$ cat src/rtl/rf_write_arbiter.sv
// Round-robin arbiter sharing the register file's single write port (WE3/A3/WD3)
// between NREQ writeback requesters; the winning write is registered for one cycle.
module rf_write_arbiter #(
    parameter int NREQ = 2,
    parameter int AW   = 5,
    parameter int DW   = 32
) (
    input  logic                     CLK,
    input  logic                     RST,
    input  logic                     hold,
    input  logic [NREQ-1:0]          req_valid,
    input  logic [NREQ*AW-1:0]       req_addr,
    input  logic [NREQ*DW-1:0]       req_data,
    output logic [NREQ-1:0]          req_ready,
    output logic                     WE3,
    output logic [AW-1:0]            A3,
    output logic [DW-1:0]            WD3,
    output logic [$clog2(NREQ)-1:0]  grant_id,
    output logic [7:0]               x0_drops
);

    localparam int IW = $clog2(NREQ);

    logic [IW-1:0] rr_ptr;
    logic [IW-1:0] gnt_idx;
    logic          gnt_any;
    logic          grant;
    logic [AW-1:0] sel_addr;
    logic [DW-1:0] sel_data;

    logic [AW-1:0] addr_arr [NREQ];
    logic [DW-1:0] data_arr [NREQ];

    // (base + k) mod NREQ, valid for any NREQ, not only powers of two.
    function automatic logic [IW-1:0] rr_index(input logic [IW-1:0] base, input int k);
        int s;
        s = int'(base) + k;
        if (s >= NREQ) s = s - NREQ;
        return s[IW-1:0];
    endfunction

    for (genvar i = 0; i < NREQ; i++) begin : g_unpack
        assign addr_arr[i] = req_addr[i*AW +: AW];
        assign data_arr[i] = req_data[i*DW +: DW];
    end

    // NOTE: every variable written in always_comb gets a default first, so no path infers a latch.
    always_comb begin : grant_search
        gnt_any = 1'b0;
        gnt_idx = '0;
        for (int k = 0; k < NREQ; k++) begin
            if (!gnt_any && req_valid[rr_index(rr_ptr, k)]) begin
                gnt_any = 1'b1;
                gnt_idx = rr_index(rr_ptr, k);
            end
        end
    end

    assign grant    = RST && !hold && gnt_any;
    assign sel_addr = addr_arr[gnt_idx];
    assign sel_data = data_arr[gnt_idx];

    always_comb begin : ready_decode
        req_ready = '0;
        if (grant) req_ready[gnt_idx] = 1'b1;
    end

    // NOTE: sequential state uses non-blocking assignments so all registers update from pre-edge values.
    always_ff @(posedge CLK or negedge RST) begin
        if (!RST) begin
            rr_ptr   <= '0;
            WE3      <= 1'b0;
            A3       <= '0;
            WD3      <= '0;
            grant_id <= '0;
            x0_drops <= '0;
        end else begin
            // Writes to x0 are accepted and counted but never reach the register file.
            WE3 <= grant && (sel_addr != '0);
            if (grant) begin
                rr_ptr   <= rr_index(gnt_idx, 1);
                A3       <= sel_addr;
                WD3      <= sel_data;
                grant_id <= gnt_idx;
                if (sel_addr == '0 && x0_drops != 8'hFF) x0_drops <= x0_drops + 8'd1;
            end
        end
    end

    a_ready_onehot: assert property (@(posedge CLK) disable iff (!RST) $onehot0(req_ready));
    a_ready_valid:  assert property (@(posedge CLK) disable iff (!RST) (req_ready & ~req_valid) == '0);

endmodule
$ cat config.mk
export PLATFORM = sky130hd
export DESIGN_NAME = rf_write_arbiter
export DESIGN_NICKNAME = d
export VERILOG_FILES = /design/src/rtl/rf_write_arbiter.sv
export SDC_FILE = /design/constraint.sdc
export NUM_CORES = 1
export LEC_CHECK = 0
export ABC_AREA = 0
export CORE_UTILIZATION = 41
export CTS_BUF_LIST = sky130_fd_sc_hd__clkbuf_8
export CTS_CLUSTER_SIZE = 12
export DETAILED_ROUTE_END_ITERATION = 12
export DONT_BUFFER_PORTS = 1
export PLACE_DENSITY = 0.69
export SYNTH_ARGS = -nofsm -noshare
export SYNTH_HDL_FRONTEND = slang
export SYNTH_SLANG_ARGS = --single-unit
$ cat constraint.sdc
create_clock -name CLK -period 1.7 [get_ports CLK]
set_input_delay 0.255 -clock CLK [delete_from_list [all_inputs] [get_ports CLK]]
set_output_delay 0.255 -clock CLK [all_outputs]
set_load 0.02 [all_outputs]
# ---- After elaboration in Yosys (flattened, before gate mapping)
# Cells that the tools add are included.
dict set report word_totals {
  romBits 0
  input_bits 79
  ff_bits 48
  ram_bits 0
  output_inout_bits 49
  memories 0
  word_cells 53
  latchBits 0
}
dict set report classes {
  n_addsub 6
  n_div 0
  mul 0
  eq_ne 1
  n_reduce_logical 11
  n_shift 0
  muxes 20
  bitwise 1
  order_cmp 8
}
# operator n
set op_table {}
lappend op_table {{$mux W32} 3}
lappend op_table {{$mux W5} 3}
lappend op_table {{$mux W1} 12}
lappend op_table {{$add A8 B1 Y8 const B} 1}
lappend op_table {{$ne A8 B8 Y1 const B} 1}
lappend op_table {{$ge A2 B2 Y1 const B} 3}
lappend op_table {{$logic_and A1 B1 Y1} 6}
lappend op_table {{$lt A1 B2 Y1 const B} 3}
lappend op_table {{$logic_not A5 Y1} 1}
lappend op_table {{$reduce_bool A5 Y1} 1}
lappend op_table {{$add A1 B1 Y2 const B} 2}
lappend op_table {{$sub A1 B1 Y1 const B} 3}
lappend op_table {{$ge A1 B2 Y1 const B} 1}
lappend op_table {{$logic_not A1 Y1} 2}
lappend op_table {{$mux W2} 1}
lappend op_table {{$not A1 Y2} 1}
lappend op_table {{$reduce_and A2 Y1} 1}
lappend op_table {{$demux W1 S1} 1}
lappend op_table {{$ge A1 B1 Y1 const B} 1}

# ---- Logic depth before layout (Yosys ltp)
# Gate-level depths: netlist (run 1).
dict set report logic_depth {
  ltp_word 15
  depth_mapped 6
  mapped_depth_nobuf 5
}

# ---- Worst setup path before layout (run 1)
# No wires, ideal clock.
dict set report synth_timing {
  kind {in2reg}
  from {input req_addr[2]}
  to {register x0_drops[1]}
  path_slack_ps -230
  setup_time_ps 125
  arrival_time_ps 1806
  required_ps 1575
  path_stages 4
  cell_sequence {or4_1 > a211o_1 > a211oi_4 > mux2_2}
}
dict set report synth_between {
  elab_chain_cells 6
}
# item line
set synth_rtl {}
lappend synth_rtl {{start: declaration} 12} ;# input logic [NREQ*AW-1:0] req_addr,
lappend synth_rtl {{$mux W5 (not written as such) (3 in a row)} 60} ;# assign sel_addr = addr_arr[gnt_idx];
lappend synth_rtl {{$logic_not A5 Y1} 85} ;# if (sel_addr == '0 && x0_drops != 8'hFF) x0_drops <= x0_drops + 8'd1;
lappend synth_rtl {{$logic_and A1 B1 Y1} 85}
lappend synth_rtl {{$reduce_and A2 Y1 (no line)} -}
lappend synth_rtl {{end signal: assignment} 85}
lappend synth_rtl {{end: declaration} 19} ;# output logic [7:0] x0_drops
# Every way passes these cells. The select of a mux whose other input is x is not followed.
# A chain may end at the register's enable or synchronous reset.

# ---- Worst setup path in the final report (run 1)
dict set report layout_timing {
  from {register rr_ptr}
  to {register x0_drops[1]}
}
dict set report layout_between {
  elab_chain_cells 15
}
# item line
set layout_rtl {}
lappend layout_rtl {{start: declaration} 24} ;# logic [IW-1:0] rr_ptr;
lappend layout_rtl {{start signal: assignment} 81} ;# rr_ptr <= rr_index(gnt_idx, 1);
lappend layout_rtl {{$ge A1 B2 Y1 / $sub A1 B1 Y1 (equally long branches)} 38} ;# if (s >= NREQ) s = s - NREQ;
lappend layout_rtl {{$mux W1} 38}
lappend layout_rtl {{$mux W1 (not written as such) (2 in a row)} 52} ;# if (!gnt_any && req_valid[rr_index(rr_ptr, k)]) begin
lappend layout_rtl {{$mux W1} 52}
lappend layout_rtl {{$logic_not A1 Y1} 52}
lappend layout_rtl {{$logic_and A1 B1 Y1} 52}
lappend layout_rtl {{$mux W1} 52}
lappend layout_rtl {{$not A1 Y2 (not written as such)} 60}
lappend layout_rtl {{$mux W5 (not written as such) (3 in a row)} 60}
lappend layout_rtl {{$logic_not A5 Y1} 85}
lappend layout_rtl {{$logic_and A1 B1 Y1} 85}
lappend layout_rtl {{$reduce_and A2 Y1 (no line) (*)} -}
# Mark *: on every way between the ends. The rest lies on a longest branch, timed or not. The select of a mux whose other input is x is not followed.

==> flow_summary.json, run 1 <==
{
  "viasPerCell": 6.06,
  "multi_input_area_um2": 713,
  "status": "finished clean",
  "area_growth_pct": 25.2,
  "fin_nets": 274,
  "power.total_w": 0.00289,
  "worstSetupPathType": "flip-flop to flip-flop",
  "dp_hpwl_mm": 3.65,
  "power.leakage_nw": 1.29,
  "finalNonFillerCells": 262,
  "n_antenna_cell": 0,
  "drv_slew": 0,
  "fin_skew_ps": 3.01,
  "max_cap_viol_count": 0,
  "vias": 1587,
  "dieArea_um2": 5260,
  "wl_mm": 5.52,
  "crit_fanout": 8,
  "die_width_um": 72.5,
  "drt_iter0_drc": 149,
  "reg2reg_slack_ps": 50,
  "worstHoldPathCells": 2,
  "worst_setup_path_end_kind": "flip-flop",
  "cts.htree.levels": 2,
  "syn_nets": 252,
  "clk_pin_slew_worst_paths_ps": 80,
  "fp.dieH_um": 72.5,
  "routedWlPerCell_um": 21.1,
  "startpoint_type": "flip-flop",
  "grt_pass1_vias": 1586,
  "insertion_delay_ps": 300,
  "required_ps": 1890,
  "grt_overflow": 0,
  "place_inst": 245,
  "drc_errors": 0,
  "boundaryPins": 128,
  "fp-row-count": 25,
  "yosys.cell_types.count": 27,
  "netlist_instances": 172,
  "antenna_found_initial": 0,
  "drive_gt1_share_pct": 21.0,
  "utilization_pct": 53.7,
  "drtPass1Iterations": 7,
  "relSlewSlack_pct": 75.6,
  "ctsRootBufferMaster": "clkbuf_8",
  "hp-start": "req_data[37]",
  "finalCriticalPeriod_ps": 1650,
  "min_to": "WD3[5]",
  "coreArea_um2": 4750,
  "setup_ws_ps": 50.1,
  "r2r_end": "x0_drops[1]",
  "cts.path.max_buffers": 2,
  "yosysWarnings": 0,
  "hold_slack_ps": 76.8,
  "grt_start_max_net_pins": 49,
  "fill_cells": 435,
  "regToRegStartpoint": "rr_ptr",
  "setup_viol": 0,
  "synth_area_per_cell_um2": 11.9,
  "p_per_area_nw_per_um2": 1130,
  "grt_first_pass_wirelength_mm": 7.36,
  "clock.fmax_mhz": 606,
  "hold_violations": 0,
  "cts_tree": "done",
  "holdCritPathClass": "input port to flip-flop",
  "max-vdd-ir-drop_uv": 547,
  "ys_ff_latch": 48,
  "seq_area_frac_synth_pct": 58.9,
  "arrival_ps": 1840,
  "fin_crit_sh_pct": 97.1,
  "place_ws_ps": -171,
  "place_congestion": 0.809,
  "reg2reg_depth": 5,
  "syn_area_um2": 2040,
  "io_buffers": 0,
  "start_util_pct": 42.9,
  "tightest_slew_ps": 365,
  "cts_buffers": 5,
  "clock_sinks": 48,
  "final_antenna_net_count": 0,
  "grtUsageTotal_pct": 18.8,
  "seq_area_um2": 1200
}
-- synth_stat cells --
master | instances | area, um2
nand3_1 | 2 | 10.0
or4_1 | 1 | 7.51
and4_1 | 1 | 8.76
a21o_1 | 2 | 15.0
and4_2 | 1 | 10.0
o21ai_0 | 6 | 30.0
dfrtp_1 | 48 | 1200
a222oi_1 | 32 | 320
a211o_1 | 1 | 8.76
nand2_1 | 7 | 26.3
ha_1 | 1 | 12.5
nor3_1 | 1 | 5.00
buf_6 | 1 | 11.3
xnor2_1 | 6 | 52.6
xor2_1 | 1 | 8.76
a211oi_4 | 1 | 20.0
nand4_1 | 4 | 25.0
and3_1 | 2 | 12.5
mux2_2 | 1 | 11.3
clkbuf_1 | 10 | 37.5
inv_1 | 32 | 120
nor2_1 | 2 | 7.51
and3b_2 | 1 | 10.0
a21oi_1 | 1 | 5.00
nor2b_1 | 1 | 6.26
nand2b_1 | 1 | 6.26
mux2i_1 | 5 | 50.1
-- per-layer routing --
metal / part of all wire, % / vias up / GRT usage (%) / wire length [um]
met5: 0 / - / 0 / 0
met4: 1.1 / 0 / 6.54 / 63
met3: 8.8 / 6 / 5.28 / 487
met2: 54 / 92 / 34.5 / 2950
met1: 37 / 800 / 20.8 / 2020
li1: - / 689 / - / -
-- critical path, stage by stage, from the launching register on --
cell and delay, ps:
dfrtp_1 390, nand2b_4 150, a211o_1 340, a211oi_4 210
buf_6 160, mux2_4 290
-- what timing repair did --
item	CTS	global route
resized for setup	0	5
endpoints found under the hold margin	48	0
buffers inserted	0	4
setup endpoints to repair	0	8
hold buffers	2	0
-- area by class of cell --
class	count	share of cell area, %
tap	67	3.28
clock buffer	5	2.69
inverter	32	4.70
sequential	48	47.0
multi-input combinational	81	27.9
clock inverter	3	1.52
timing repair buffer	26	12.8
-- report_power, final --
part	total, W	switching [W]	internal (W)
logic	0.000435	0.000211	0.000224
registers	0.00167	0.000347	0.00132
clock network	0.000786	0.000355	0.000430
-- sequential cells by signal, summed over array words and instances (netlist names) --
signal	flops
WD3	32
rr_ptr	1
grant_id	1
WE3	1
x0_drops	8
A3	5
-- cells in the final DEF (no fill, tap or decap), types with 2 or more instances in the layout --
master,count
clkbuf_8,5
inv_1,33
buf_4,15
buf_6,2
and3_1,2
nand4_1,4
clkbuf_16,3
mux2i_1,5
dfrtp_1,48
buf_12,4
xnor2_1,6
o21ai_0,5
nand3_1,2
nand2_1,6
a222oi_1,32
a21o_1,2
-- per-stage QoR --
| step | TNS [ps] | cell area, um2 |
|---|---|---|
| floorplan | -656 | 2040 |
| global placement | -550 | 2260 |
| detailed placement | -893 | 2260 |
| CTS | 0 | 2400 |
| global route | -11.2 | 2550 |
| finish | 0 | 2550 |
-- cell families (layout without fill, tap and decap cells) --
logic type      count (synthesis)  in the layout  share of synthesized area [%]
simple gates                   24             24                           6.63
xor+xnor                        7              7                           3.01
mux                             6              6                           3.01
compound gates                 43             43                           19.6
buf+inv                        43             66                           8.28
flops                          48             48                           58.9
fa+ha+maj                       1              1                          0.613
-- how the worst max path moves through the flow --
stage | startpoint | endpoint | slack (ps) | cells past startpoint
floorplan | req_addr[2] | x0_drops[1] | -130 | 4
global placement | req_addr[2] | x0_drops[1] | -140 | 5
detailed placement | req_addr[2] | x0_drops[1] | -170 | 5
CTS | rr_ptr | x0_drops[1] | 10 | 5
global route | rr_ptr | req_ready[1] | -5 | 5
finish | rr_ptr | x0_drops[1] | 50 | 5
Power figures use the tool's default switching activity.
==> run 2, diff against run 1 <==
Settings changed: ABC_CLOCK_PERIOD_IN_PS set to 2100, PLACE_DENSITY 0.69 to 0.67.
Clock period 1.7 ns to 2.1 ns, I/O delays scaled along.
==> flow_summary.json, run 2 (synthesized netlist as in run 1, its figures left out) <==
{
  "status": "finished clean",
  "insertion_delay_ps": 290,
  "dp_hpwl_mm": 3.34,
  "worst_setup_path_end_kind": "flip-flop",
  "cts.path.max_buffers": 2,
  "cts_buffers": 5,
  "cts.htree.levels": 2,
  "drt_iter0_drc": 163,
  "io_buffers": 0,
  "clock.fmax_mhz": 517,
  "required_ps": 2270,
  "tightest_slew_ps": 782,
  "crit_chain": "and4_2, and4_1, a211oi_4, buf_4, nand3_1, xnor2_1",
  "dieArea_um2": 5260,
  "boundaryPins": 128,
  "max-vdd-ir-drop_uv": 437,
  "relSlewSlack_pct": 47.7,
  "drive_gt1_share_pct": 13.9,
  "p_per_area_nw_per_um2": 956,
  "holdCritPathClass": "input port to flip-flop",
  "coreArea_um2": 4750,
  "hold_violations": 0,
  "vias": 1519,
  "max_cap_viol_count": 0,
  "wl_mm": 4.74,
  "top_regs": "WD3 x32, x0_drops x8, A3 x5",
  "worst-path-buf-inv": 1,
  "crit_fanout": 5,
  "routedWlPerCell_um": 19.2,
  "rsz0062_at_grt": "false",
  "fp.dieH_um": 72.5,
  "drc_errors": 0,
  "fin_skew_ps": 6.84,
  "drv_slew": 0,
  "fin_crit_sh_pct": 92.0,
  "clk_pin_slew_worst_paths_ps": 90,
  "met3WireLength_um": 400,
  "final_common_cell": "dfrtp_1",
  "cts_tree": "done",
  "place_congestion": 0.733,
  "cp_slowest_cell": "dfrtp_1",
  "fp-row-count": 25,
  "grt_start_max_net_pins": 49,
  "final_antenna_net_count": 0,
  "wl_met2_mm": 2.51,
  "power.leakage_nw": 1.17,
  "grt_overflow": 0,
  "drtPass1Iterations": 8,
  "setup_viol": 0,
  "hold_slack_ps": 138,
  "die_width_um": 72.5,
  "grtUsageTotal_pct": 17.2,
  "fill_cells": 438,
  "critical_path.top_delay_family": "simple AND/OR/NAND/NOR gates",
  "viasPerCell": 6.15,
  "setup_tns_ps": 0,
  "area_growth_pct": 13.4,
  "worstSetupPathType": "flip-flop to flip-flop",
  "ctsRootBufferMaster": "clkbuf_8",
  "clock_sinks": 48,
  "startpoint_type": "flip-flop",
  "n_antenna_cell": 0,
  "fin_nets": 259,
  "finalCriticalPeriod_ps": 1930,
  "regMostFlops": "WD3",
  "grt_pass1_vias": 1530,
  "grt_first_pass_wirelength_mm": 6.82,
  "final_cell_mix": "dfrtp_1, a222oi_1, inv_1",
  "start_util_pct": 42.9,
  "arrival_ps": 2100,
  "top_layer": "met4",
  "largest_reg_flops": 32,
  "post_cts.repair.setup_buffers": 0,
  "antenna_found_initial": 0,
  "max_stage_delay_ps": 490,
  "met1_length_mm": 1.78
}
run 2: stage by stage:
step / utilization (%) / total power, W / cell area [um2] / setup slack [ps] / instances
finish: 48.7 / 0.00221 / 2310 / 167 / 247
global route: 48.7 / 0.00233 / 2310 / 49.0 / 247
CTS: 48.6 / 0.00223 / 2310 / 106 / 247
detailed placement: 45.8 / 0.00165 / 2180 / 13.5 / 237
global placement: 45.8 / 0.00163 / 2180 / 75.6 / 237
floorplan: - / 0.00156 / 2040 / 110 / 172
run 2: area by class of cell:
class	instances	area [um2]	share of cell area, %
sequential	48	1200	51.9
multi-input combinational	81	694	30.0
timing repair buffer	11	121	5.25
inverter	32	120	5.19
tap	67	83.8	3.62
clock buffer	6	82.6	3.57
clock inverter	2	10.0	0.433
run 2: final timing paths:
kind                              start     endpoint  slack [ps]  depth (start not counted)
min in group asynchronous           RST        A3[0]         510                          2
hold reg to reg                  rr_ptr       rr_ptr         490                          1
hold / removal             req_data[37]       WD3[5]         140                          2
setup / recovery            x0_drops[5]  x0_drops[7]         170                          6
max in group asynchronous           RST       WD3[2]        1360                          2
setup reg to reg            x0_drops[5]  x0_drops[7]         170                          6
run 2: where the power goes:
part           total (W)  switching (W)  leakage [nW]  internal, W
combinational   0.000305       0.000157         0.507     0.000149
clock           0.000553       0.000290        0.0510     0.000263
sequential       0.00135       0.000282         0.609      0.00107
total            0.00221       0.000729          1.17      0.00148
run 2: per-layer routing:
| metal | up-vias | global-route usage, % |
|---|---|---|
| met1 | 757 | 18.6 |
| met4 | 0 | 6.54 |
| met2 | 102 | 31.3 |
| li1 | 655 | - |
| met3 | 5 | 5.42 |
| met5 | - | 0 |
run 2: repair_timing:
action	4_1_cts	5_1_grt
hold endpoints to repair	48	0
endpoints found under the setup margin	0	1
resized for setup	0	1
hold buffers	2	0
==> run 3, diff against run 2 <==
Settings changed: CORE_MARGIN set to 2.
==> flow_summary.json, run 3 (synthesized netlist as in run 1, its figures left out) <==
{
  "reg2reg_slack_ps": 210,
  "largest_reg_flops": 32,
  "crit_chain": "and4_2, and4_1, a211oi_4, mux2_2",
  "grt_first_pass_wirelength_mm": 7.18,
  "cts_resized": 0,
  "antenna_found_initial": 0,
  "seqPwrFrac_pct": 62.8,
  "fin_nets": 259,
  "drt_iter0_drc": 151,
  "insertion_delay_ps": 290,
  "boundaryPins": 128,
  "regToRegStartpoint": "x0_drops[5]",
  "area_growth_pct": 12.1,
  "netSwitchingPower_w": 0.000722,
  "final_cell_mix": "dfrtp_1, inv_1, a222oi_1",
  "grtUsageTotal_pct": 17.5,
  "fin_area_um2": 2290,
  "max-vdd-ir-drop_uv": 437,
  "place_area_um2": 2170,
  "required_ps": 2280,
  "drv_slew": 0,
  "dieArea_um2": 5550,
  "viasPerCell": 6.12,
  "cp_slowest_cell": "dfrtp_1",
  "grt_overflow": 0,
  "regMostFlops": "WD3",
  "multi_input_area_um2": 687,
  "arrival_ps": 2070,
  "drive_gt1_share_pct": 12.8,
  "fin_crit_sh_pct": 90.0,
  "start_util_pct": 42.9,
  "grt_pass1_vias": 1563,
  "cts.path.max_buffers": 2,
  "internal-power_w": 0.00144,
  "max_cap_viol_count": 0,
  "cts_buffers": 5,
  "crit_path_start": "x0_drops[5]",
  "place_ws_ps": 16.1,
  "cts.htree.levels": 2,
  "power.share.clock_pct": 23.2,
  "startpoint_type": "flip-flop",
  "place_congestion": 0.692,
  "seq_area_um2": 1200,
  "status": "finished clean",
  "tightest_slew_ps": 391,
  "setup_viol": 0,
  "holdCritPathClass": "input port to flip-flop",
  "clock_sinks": 48,
  "fp-row-count": 25,
  "crit_fanout": 8,
  "grt_start_max_net_pins": 49,
  "fin_skew_ps": 4.20,
  "drc_errors": 0,
  "n_antenna_cell": 0,
  "ctsRootBufferMaster": "clkbuf_8",
  "hold_slack_ps": 142,
  "cts_tree": "done",
  "worst_setup_path_end_kind": "flip-flop",
  "drtPass1Iterations": 8,
  "rsz0062_at_grt": "false",
  "setup_ws_ps": 210,
  "hold_buffers": 2,
  "clk_pin_slew_worst_paths_ps": 80,
  "routedWlPerCell_um": 19.8,
  "vias": 1505,
  "hp-start": "req_data[44]",
  "fp.dieH_um": 74.5,
  "max_stage_delay_ps": 470,
  "post_cts.repair.setup_buffers": 0,
  "hold_violations": 0,
  "io_buffers": 0,
  "top_regs": "WD3 x32, x0_drops x8, A3 x5",
  "clock.fmax_mhz": 529,
  "final_common_cell": "dfrtp_1",
  "p_per_area_nw_per_um2": 945,
  "pwr-share-comb_pct": 14.0,
  "die_width_um": 74.5,
  "finalCriticalPeriod_ps": 1890,
  "final_antenna_net_count": 0,
  "relSlewSlack_pct": 73.8,
  "coreArea_um2": 4750,
  "wl_mm": 4.87,
  "worstSetupPathType": "flip-flop to flip-flop",
  "dp_hpwl_mm": 3.60,
  "power.leakage_nw": 1.16,
  "setup_tns_ps": 0,
  "fill_cells": 451,
  "p_sw_share_pct": 33.4
}
==> run 3: changes by cell type in the layout (fill, tap and decap cells not counted) <==
cell | before | now
a21oi_2 | 0 | 1
a21oi_4 | 1 | 0
buf_4 | 7 | 8
buf_6 | 1 | 0
clkbuf_8 | 6 | 5
clkinv_2 | 2 | 1
inv_1 | 32 | 33
==> run 3: cell type report <==
| class | count | share of cell area [%] |
|---|---|---|
| clock buffer | 5 | 3.01 |
| clock inverter | 2 | 0.383 |
| timing repair buffer | 11 | 5.14 |
| inverter | 32 | 5.25 |
| tap | 67 | 3.67 |
| multi-input combinational | 81 | 30.0 |
| sequential | 48 | 52.5 |
==> run 3: power by group through the flow <==
stage	Sequential [W]	Clock, W	Combinational, W
global route	0.00138	0.000584	0.000345
floorplan	0.00135	0	0.000211
global placement	0.00137	0	0.000261
detailed placement	0.00138	0	0.000283
finish	0.00136	0.000501	0.000304
CTS	0.00136	0.000524	0.000308
==> run 3: final timing paths <==
check	endpoint	depth (start not counted)
worst max-delay path	x0_drops[1]	4
min in group asynchronous	A3[2]	2
worst max register to register	x0_drops[1]	4
worst min-delay path	WD3[12]	2
max in group asynchronous	rr_ptr	2
worst min register to register	rr_ptr	1
==> run 3: per-layer routing <==
metal	global-route usage [%]	part of all wire [%]	up-vias
met3	4.88	7.0	6
li1	-	-	661
met2	31.0	55	79
met4	6.94	1.2	0
met5	0	0	-
met1	20.0	36	759
==> run 3: worst max-delay path: cells and delay by family, from the launching register on <==
kind	cells	cell delay [ps]
compound gates	1	390
flops	1	470
mux	1	380
simple gates	2	540
==> run 3: per-stage QoR <==
| step | utilization (%) | std cells | power (W) |
|---|---|---|---|
| after floorplan | - | 172 | 0.00156 |
| after global placement | 45.7 | 237 | 0.00163 |
| after detailed placement | 45.7 | 237 | 0.00166 |
| after CTS | 48.1 | 246 | 0.00219 |
| after global routing | 48.1 | 246 | 0.00231 |
| final | 48.1 | 246 | 0.00216 |
